File: src/rtl/fwd_pipeline_tracker_pkg.sv
// Shared definitions for the forwarding pipeline tracker: forwarding select
// encodings, stall FSM states and the stall counter width.
package fwd_pipeline_tracker_pkg;

    localparam logic [1:0] FWD_RF  = 2'b00;
    localparam logic [1:0] FWD_EX  = 2'b01;
    localparam logic [1:0] FWD_MEM = 2'b10;
    localparam logic [1:0] FWD_WB  = 2'b11;

    localparam int unsigned STALL_CNT_W = 16;

    typedef enum logic [1:0] {
        StRun,
        StStall1,
        StStall2,
        StErr
    } stall_state_e;

    function automatic logic [STALL_CNT_W-1:0] sat_inc(input logic [STALL_CNT_W-1:0] v);
        return (&v) ? v : v + 1'b1;
    endfunction

endpackage

File: src/rtl/fwd_pipeline_tracker_dest_stage_reg.sv
// One pipeline slot of destination tracking: register specifier, write enable
// and load flag, with hold (en_i=0) and bubble-insert controls.
module dest_stage_reg #(
    parameter int unsigned RW = 5
) (
    input  logic          clk,
    input  logic          reset,
    input  logic          en_i,
    input  logic          bubble_i,
    input  logic [RW-1:0] rd_i,
    input  logic          rf_le_i,
    input  logic          ld_i,
    output logic [RW-1:0] rd_o,
    output logic          rf_le_o,
    output logic          ld_o
);

    logic [RW-1:0] rd_q, rd_d;
    logic          rf_le_q, rf_le_d;
    logic          ld_q, ld_d;

    always_comb begin
        rd_d    = rd_q;
        rf_le_d = rf_le_q;
        ld_d    = ld_q;
        if (bubble_i) begin
            rd_d    = '0;
            rf_le_d = 1'b0;
            ld_d    = 1'b0;
        end else if (en_i) begin
            rd_d    = rd_i;
            // r0 is hardwired, so a write to it is never tracked
            rf_le_d = rf_le_i && (rd_i != '0);
            ld_d    = ld_i;
        end
    end

    always_ff @(posedge clk or posedge reset) begin
        if (reset) begin
            rd_q    <= '0;
            rf_le_q <= 1'b0;
            ld_q    <= 1'b0;
        end else begin
            rd_q    <= rd_d;
            rf_le_q <= rf_le_d;
            ld_q    <= ld_d;
        end
    end

    assign rd_o    = rd_q;
    assign rf_le_o = rf_le_q;
    assign ld_o    = ld_q;

endmodule

File: src/rtl/fwd_pipeline_tracker.sv
// Tracks destination registers through EX/MEM/WB, muxes forwarded operands and
// monitors bubble insertion with a saturating counter and excessive-stall FSM.
module fwd_pipeline_tracker
    import fwd_pipeline_tracker_pkg::*;
#(
    parameter int unsigned RW = 5,
    parameter int unsigned DW = 32
) (
    input  logic                   clk,
    input  logic                   reset,
    input  logic [RW-1:0]          ID_RD,
    input  logic                   ID_RF_LE,
    input  logic                   ID_L,
    input  logic                   NOP,
    input  logic                   LE,
    input  logic [1:0]             A_S,
    input  logic [1:0]             B_S,
    input  logic [DW-1:0]          RF_A,
    input  logic [DW-1:0]          RF_B,
    input  logic [DW-1:0]          EX_RES,
    input  logic [DW-1:0]          MEM_RES,
    input  logic [DW-1:0]          WB_RES,
    input  logic                   CLR_CNT,
    output logic [RW-1:0]          EX_RD,
    output logic [RW-1:0]          MEM_RD,
    output logic [RW-1:0]          WB_RD,
    output logic                   EX_RF_LE,
    output logic                   MEM_RF_LE,
    output logic                   WB_RF_LE,
    output logic                   EX_L,
    output logic [DW-1:0]          OPA,
    output logic [DW-1:0]          OPB,
    output logic [STALL_CNT_W-1:0] STALL_CNT,
    output logic                   STALL_ERR
);

    // A bubble advances MEM/WB even while the hazard unit holds LE low
    logic advance;
    assign advance = NOP | LE;

    logic mem_ld_unused, wb_ld_unused;

    dest_stage_reg #(.RW(RW)) u_ex_stage (
        .clk      (clk),
        .reset    (reset),
        .en_i     (advance),
        .bubble_i (NOP),
        .rd_i     (ID_RD),
        .rf_le_i  (ID_RF_LE),
        .ld_i     (ID_L),
        .rd_o     (EX_RD),
        .rf_le_o  (EX_RF_LE),
        .ld_o     (EX_L)
    );

    dest_stage_reg #(.RW(RW)) u_mem_stage (
        .clk      (clk),
        .reset    (reset),
        .en_i     (advance),
        .bubble_i (1'b0),
        .rd_i     (EX_RD),
        .rf_le_i  (EX_RF_LE),
        .ld_i     (1'b0),
        .rd_o     (MEM_RD),
        .rf_le_o  (MEM_RF_LE),
        .ld_o     (mem_ld_unused)
    );

    dest_stage_reg #(.RW(RW)) u_wb_stage (
        .clk      (clk),
        .reset    (reset),
        .en_i     (advance),
        .bubble_i (1'b0),
        .rd_i     (MEM_RD),
        .rf_le_i  (MEM_RF_LE),
        .ld_i     (1'b0),
        .rd_o     (WB_RD),
        .rf_le_o  (WB_RF_LE),
        .ld_o     (wb_ld_unused)
    );

    function automatic logic [DW-1:0] fwd_sel(
        input logic [1:0]    sel,
        input logic [DW-1:0] rf,
        input logic [DW-1:0] ex,
        input logic [DW-1:0] mem,
        input logic [DW-1:0] wb
    );
        logic [DW-1:0] res;
        res = rf;
        unique case (sel)
            FWD_RF:  res = rf;
            FWD_EX:  res = ex;
            FWD_MEM: res = mem;
            FWD_WB:  res = wb;
        endcase
        return res;
    endfunction

    always_comb begin
        OPA = fwd_sel(A_S, RF_A, EX_RES, MEM_RES, WB_RES);
        OPB = fwd_sel(B_S, RF_B, EX_RES, MEM_RES, WB_RES);
    end

    stall_state_e           state_q, state_d;
    logic [STALL_CNT_W-1:0] cnt_q, cnt_d;
    logic                   err_q, err_d;
    logic                   err_set;

    always_comb begin
        state_d = state_q;
        err_set = 1'b0;
        unique case (state_q)
            StRun:    if (NOP) state_d = StStall1;
            StStall1: state_d = NOP ? StStall2 : StRun;
            StStall2: begin
                state_d = NOP ? StErr : StRun;
                err_set = NOP;
            end
            StErr:    if (!NOP) state_d = StRun;
        endcase
    end

    always_comb begin
        cnt_d = cnt_q;
        err_d = err_q;
        if (CLR_CNT) begin
            cnt_d = '0;
            err_d = 1'b0;
        end else begin
            if (NOP) cnt_d = sat_inc(cnt_q);
            if (err_set) err_d = 1'b1;
        end
    end

    always_ff @(posedge clk or posedge reset) begin
        if (reset) begin
            state_q <= StRun;
            cnt_q   <= '0;
            err_q   <= 1'b0;
        end else begin
            state_q <= state_d;
            cnt_q   <= cnt_d;
            err_q   <= err_d;
        end
    end

    assign STALL_CNT = cnt_q;
    assign STALL_ERR = err_q;

endmodule
File: config.mk
export PLATFORM = sky130hd
export DESIGN_NAME = fwd_pipeline_tracker
export DESIGN_NICKNAME = d
export VERILOG_FILES = /design/src/rtl/fwd_pipeline_tracker_pkg.sv /design/src/rtl/fwd_pipeline_tracker_dest_stage_reg.sv /design/src/rtl/fwd_pipeline_tracker.sv
export SDC_FILE = /design/constraint.sdc
export NUM_CORES = 1
export LEC_CHECK = 0
export ABC_CLOCK_PERIOD_IN_PS = 1600
export CAP_MARGIN = 20
export CORE_MARGIN = 8
export CORE_UTILIZATION = 30
export DETAILED_ROUTE_END_ITERATION = 10
export GPL_TIMING_DRIVEN = 0
export PLACE_DENSITY = 0.78
export SLEW_MARGIN = 0
export SYNTH_ARGS = -nofsm -noshare
export SYNTH_HDL_FRONTEND = slang
export SYNTH_SLANG_ARGS = --single-unit
File: constraint.sdc
create_clock -name clk -period 1.6 [get_ports clk]
set_input_delay 0.16 -clock clk [delete_from_list [all_inputs] [get_ports clk]]
set_output_delay 0.16 -clock clk [all_outputs]
set_load 0.02 [all_outputs]
* After elaboration in Yosys (flattened, before gate mapping) *
Cells that the tools add are included.

storage, ports and cells
  input port bits = 176
  output and inout port bits = 100
  flip-flop bits (word level) = 38
  word-level logic and storage cells = 58

cells by class
  multiplexer cells = 19
  reduce and logical (&&, ||, !) cells = 15
  $add $sub $neg = 1
  eq/ne operators = 12
  bitwise logic cells = 1

operators by type and width
  cell                                            number
  case mux 32 bit (4 select lines)                2
  2-to-1 mux 16 bit                               3
  adder 16 x 1 -> 16 bit (second input constant)  1
  AND reduction 16 bit                            1
  nonzero test 5 bit                              3
  == test 2 bit (second input constant)           6
  2-to-1 mux 5 bit                                2
  2-to-1 mux 2 bit                                4
  case mux 2 bit (4 select lines)                 1
  2-to-1 mux 1 bit                                7
  == test 2 x 1 -> 1 bit (second input constant)  3
  logical NOT 2 bit                               3
  inequality test 2 bit (second input constant)   3
  nonzero test 2 bit                              3
  AND reduction 2 bit                             2
  logical AND 1 bit                               3
  OR 1 bit                                        1

* Logic depth before layout (Yosys ltp) *
  depth after elaboration = 4
  depth in mapped cells = 6

* By module *
From an unflattened synthesis, not the netlist that was laid out.

unflattened totals
  cells, all modules = 263
  area, all modules = 3,514.6 µm²

modules (own cells, without submodules)
  module                cells an instance  area an instance (µm²)  seq. area each (µm²)  instances
  fwd_pipeline_tracker  188                2,610.0                 475.5                 1
  dest_stage_reg        25                 301.5                   175.2                 3

* Worst setup path before layout *
Ideal clock, no wire load.

  path kind = flip-flop to flip-flop
  start = reg cnt_q[1], in the netlist STALL_CNT[1]
  end = reg cnt_q[11], in the netlist STALL_CNT[11]
  period minus slack after synthesis = 1.947 ns
  buffers on the path = 0
  arrival = 1.819 ns
  slack = -0.347 ns
  data required time = 1.472 ns
  cell stages (with the launch flop) = 6
  library setup time = 0.128 ns
  cells stage by stage = dfrtp_1 > ha_1 > nand4_1 > nor4_4 > nor4_1 > mux2_1

on the way
  cells in the longest elaborated chain, start to end = 4
  elaborated cells between the ends (all ways) = 7
  those cells by class = add/sub: 1; eq/ne: 1; mux: 3; reduce/logical: 2

ends and longest elaborated chain
  what                    line                            source
  from (decl)             fwd_pipeline_tracker.sv:106     logic [STALL_CNT_W-1:0] cnt_q, cnt_d;
  from (signal assigned)  fwd_pipeline_tracker.sv:143     cnt_q <= cnt_d;
  adder 16 x 1 -> 16 bit  fwd_pipeline_tracker_pkg.sv:20  return (&v) ? v : v + 1'b1;
  2-to-1 mux 16 bit       fwd_pipeline_tracker_pkg.sv:20
  2-to-1 mux 16 bit       fwd_pipeline_tracker.sv:131     if (NOP) cnt_d = sat_inc(cnt_q);
  2-to-1 mux 16 bit       fwd_pipeline_tracker.sv:127     if (CLR_CNT) begin

Parallel ways exist; a longest one is shown, timed or not. The select of a mux whose other input is x is not followed.
A chain may end at the register's enable or synchronous reset.

* Worst setup path in the final report *
  start = reg cnt_q[0], in the netlist STALL_CNT[0]
  end = reg cnt_q[6], in the netlist STALL_CNT[6]

Same word-level chain as after synthesis.

==> flow_metrics.py <==
metrics = {
    "die": {
        "fp.dieW_microns": 121.4,
        "core_sq_mm": 0.01084,
        "fp-row-count": 38,
        "die_h_microns": 121.4,
        "initial_core_util": 0.3074,
        "io_pins": 276,
        "dieArea_sq_mm": 0.01473,
    },
    "worst_setup_path": {
        "cp.arrival_ns": 2.02,
        "worstSetupPathType": "flip-flop to flip-flop",
        "cp_max_fo": 6,
        "r2r-start": "STALL_CNT[0]",
        "crit_required_ns": 1.82,
        "start_kind": "flip-flop",
        "r2r-end": "STALL_CNT[6]",
        "end_kind": "flip-flop",
        "r2r_slack_ns": -0.20,
        "ff2ff_path_depth": 7,
    },
    "layout": {
        "final_nets": 715,
        "mostFrequentLayoutCell": "clkdlybuf4s50_1",
        "multiInputGateArea_sq_mm": 0.002385,
        "final_cell_mix": "clkdlybuf4s50_1, mux4_2, dlygate4sd2_1, dfrtp_1, clkbuf_2",
        "syn_to_final_growth_pct": 97.30,
        "seq_area_sq_um": 960.9,
        "fill_cells": 890,
        "stdcell_count": 686,
        "drive_above_1_share": 0.3247,
    },
    "logic_synthesis": {
        "synth_flop_cell": "dfrtp_1",
        "ys_warn_count": 0,
        "synth_compound_area_frac": 0.04732,
        "synthXorXnorAreaFrac": 0,
        "synth_area_per_cell_sq_um": 13.33,
        "synth_cell_types": 37,
        "syn_inst": 250,
        "synthMuxAreaShare": 0.4972,
        "syn_area_sq_mm": 0.003332,
        "ys_top_cells_by_area": "mux4_2, dfrtp_1, mux2_2",
        "synth_adder_area_share": 0.003755,
        "ys_seq_area_frac": 0.2854,
        "syn_nets": 427,
        "ys_ff_latch": 38,
        "async_flop_share": 1.000,
        "synthSimpleGateAreaFrac": 0.1307,
        "yosysTopAreaCell": "mux4_2",
        "synth_top_family_by_area": "multiplexers",
        "synth-edff-count": 0,
        "synth_top_area_share": 0.4326,
    },
    "routing": {
        "detail-route-antenna-nets": 0,
        "drcViolationCount": 0,
        "vias": 3877,
        "wl_per_cell_microns": 29.21,
        "drtPass1Iterations": 5,
        "drt-initial-drc-count": 241,
        "routed_via_density": 5.652,
        "routed_wl_mm": 20.04,
    },
    "clock_network": {
        "clk_path_buf_depth": 2,
        "numClockSinks": 38,
        "cts_tree": "built",
        "cts_made_buffers": 5,
        "htreeDepth": 2,
        "clkLatencyLatePin_ns": 0.30,
        "postCtsHoldBufs": 0,
        "cts-root-buf": "clkbuf_8",
        "path_clk_slew_ns": 0.07,
    },
    "status": {
        "violations": "negative setup slack",
        "status": "finished, violations left",
    },
    "job": {
        "cap_violations": 0,
    },
    "timing": {
        "hold_ws_ns": 0.2419,
        "clock_skew_ns": 0.004993,
        "rsz0062_at_grt": "yes",
        "hold_viol": 0,
        "final.setup.worst_slack_ns": -0.2046,
        "drv_slew": 0,
        "worstMarginPinSlew_ns": 0.7773,
        "min_period_ns": 1.805,
        "setup_viol": 15,
        "post-route-period-util": 1.128,
        "fmax_mhz": 554.1,
        "maxSlewHeadroom": 0.4810,
    },
    "worst_hold_path": {
        "worst_hold_path.endpoint": "u_ex_stage.rf_le_o",
        "hold_path_depth": 3,
        "hp-start": "LE",
        "hold_class": "input port to flip-flop",
    },
    "global_route": {
        "gr-usage-all-layers": 0.2568,
        "grt_antenna_before_repair": 10,
        "grt_max_degree": 39,
        "grt-ovfl-total": 0,
        "grt_pass1_wl_mm": 27.88,
        "grt_pass1_vias": 4089,
    },
    "power": {
        "p_leak_uw": 0.002672,
        "vdd_drop_max_v": 0.0008645,
        "power_uw": 3400,
        "powerDensity_mw_per_mm2": 517.2,
    },
    "placed_design": {
        "gp_congestion": 0.9756,
        "dp.cells": 660,
        "port_buffers": 270,
        "dp_hpwl_mm": 17.03,
    },
}
-- routing by layer --
| metal | routed length [microns] | up-vias | GRT usage |
|---|---|---|---|
| li1 | - | 1624 | - |
| met1 | 7101 | 1965 | 0.2901 |
| met2 | 10250 | 249 | 0.4352 |
| met3 | 2169 | 33 | 0.09772 |
| met4 | 487 | 6 | 0.08712 |
| met5 | 35 | - | 0 |
-- worst max path at each step --
stage,start,endpoint,slack (ns),depth (start not counted)
after floorplan,STALL_CNT[1],STALL_CNT[11],-0.23,5
final,STALL_CNT[0],STALL_CNT[6],-0.20,7
after global routing,STALL_CNT[6],STALL_CNT[1],-0.26,7
after CTS,STALL_CNT[0],STALL_CNT[14],-0.17,5
after detailed placement,B_S[1],OPB[23],-0.72,4
after global placement,B_S[1],OPB[24],-0.74,4
-- what timing repair did --
item,4_1_cts,5_1_grt
gates cloned,1,0
pin swaps,16,5
resized for setup,169,55
endpoints found under the setup margin,85,82
setup buffers,8,2
endpoints found under the hold margin,0,0
-- report_power, final --
part	internal [uW]	switching (uW)	leakage [uW]	total (uW)
combinational	925	738	0.00212	1660
sequential	1000	33.9	0.000501	1040
clock	346	353	0.0000472	699
total	2270	1120	0.00267	3400
-- area by class of cell --
class                   instances  share of cell area
clock buffers                   6             0.01256
clock inverters                 2            0.001903
well taps                     140             0.02665
inverters                       5            0.002855
plain buffers                  22             0.03388
multi-input cells             185              0.3628
diodes                          7            0.002665
repair buffers                281              0.4105
flip-flops and latches         38              0.1462
-- kinds of logic (layout without fill, tap and decap cells) --
kind of cell	after synthesis	after routing
AOI/OAI and AO/OA	29	29
adders and majority gates	1	1
buffers and inverters	27	316
DFF	38	38
muxes	84	84
other	0	7
and+or+nand+nor	71	71
-- critical path, stage by stage, from the launching register on --
cell,delay [ns]
dfrtp_2,0.43
ha_4,0.17
nand4_1,0.16
nor4_4,0.06
buf_4,0.15
buf_6,0.12
or4_4,0.48
a21oi_2,0.15
-- flip-flops by register name, summed over array words and instances, names as in the netlist --
signal,flops
STALL_CNT,16
u_mem_stage.rd_o,5
u_wb_stage.rf_le_o,1
state_q,2
u_wb_stage.rd_o,5
STALL_ERR,1
u_mem_stage.rf_le_o,1
u_ex_stage.rf_le_o,1
u_ex_stage.ld_o,1
u_ex_stage.rd_o,5
-- cell usage after synthesis (all sizes together), types with 5 or more instances --
library cell / number
mux4: 64
or3: 5
nor2: 16
clkbuf: 12
buf: 10
o21ai: 10
mux2: 12
nand2: 9
a21oi: 13
nor4: 5
dfrtp: 38
inv: 5
nand4: 6
nand3: 6
or4: 6
mux2i: 8
nor3: 6
-- per-stage QoR --
step                instance area, sq um  worst slack [ns]  utilization  setup TNS (ns)
global placement                    6235           -0.7361       0.5751          -53.61
floorplan                           3357           -0.2345            -          -2.080
detailed placement                  6235           -0.7220       0.5751          -44.90
finish                              6574           -0.2046       0.6064          -1.902
CTS                                 6521           -0.1713       0.6016          -1.379
global route                        6574           -0.2624       0.6064          -3.195
(Power assumes the default switching activity.)
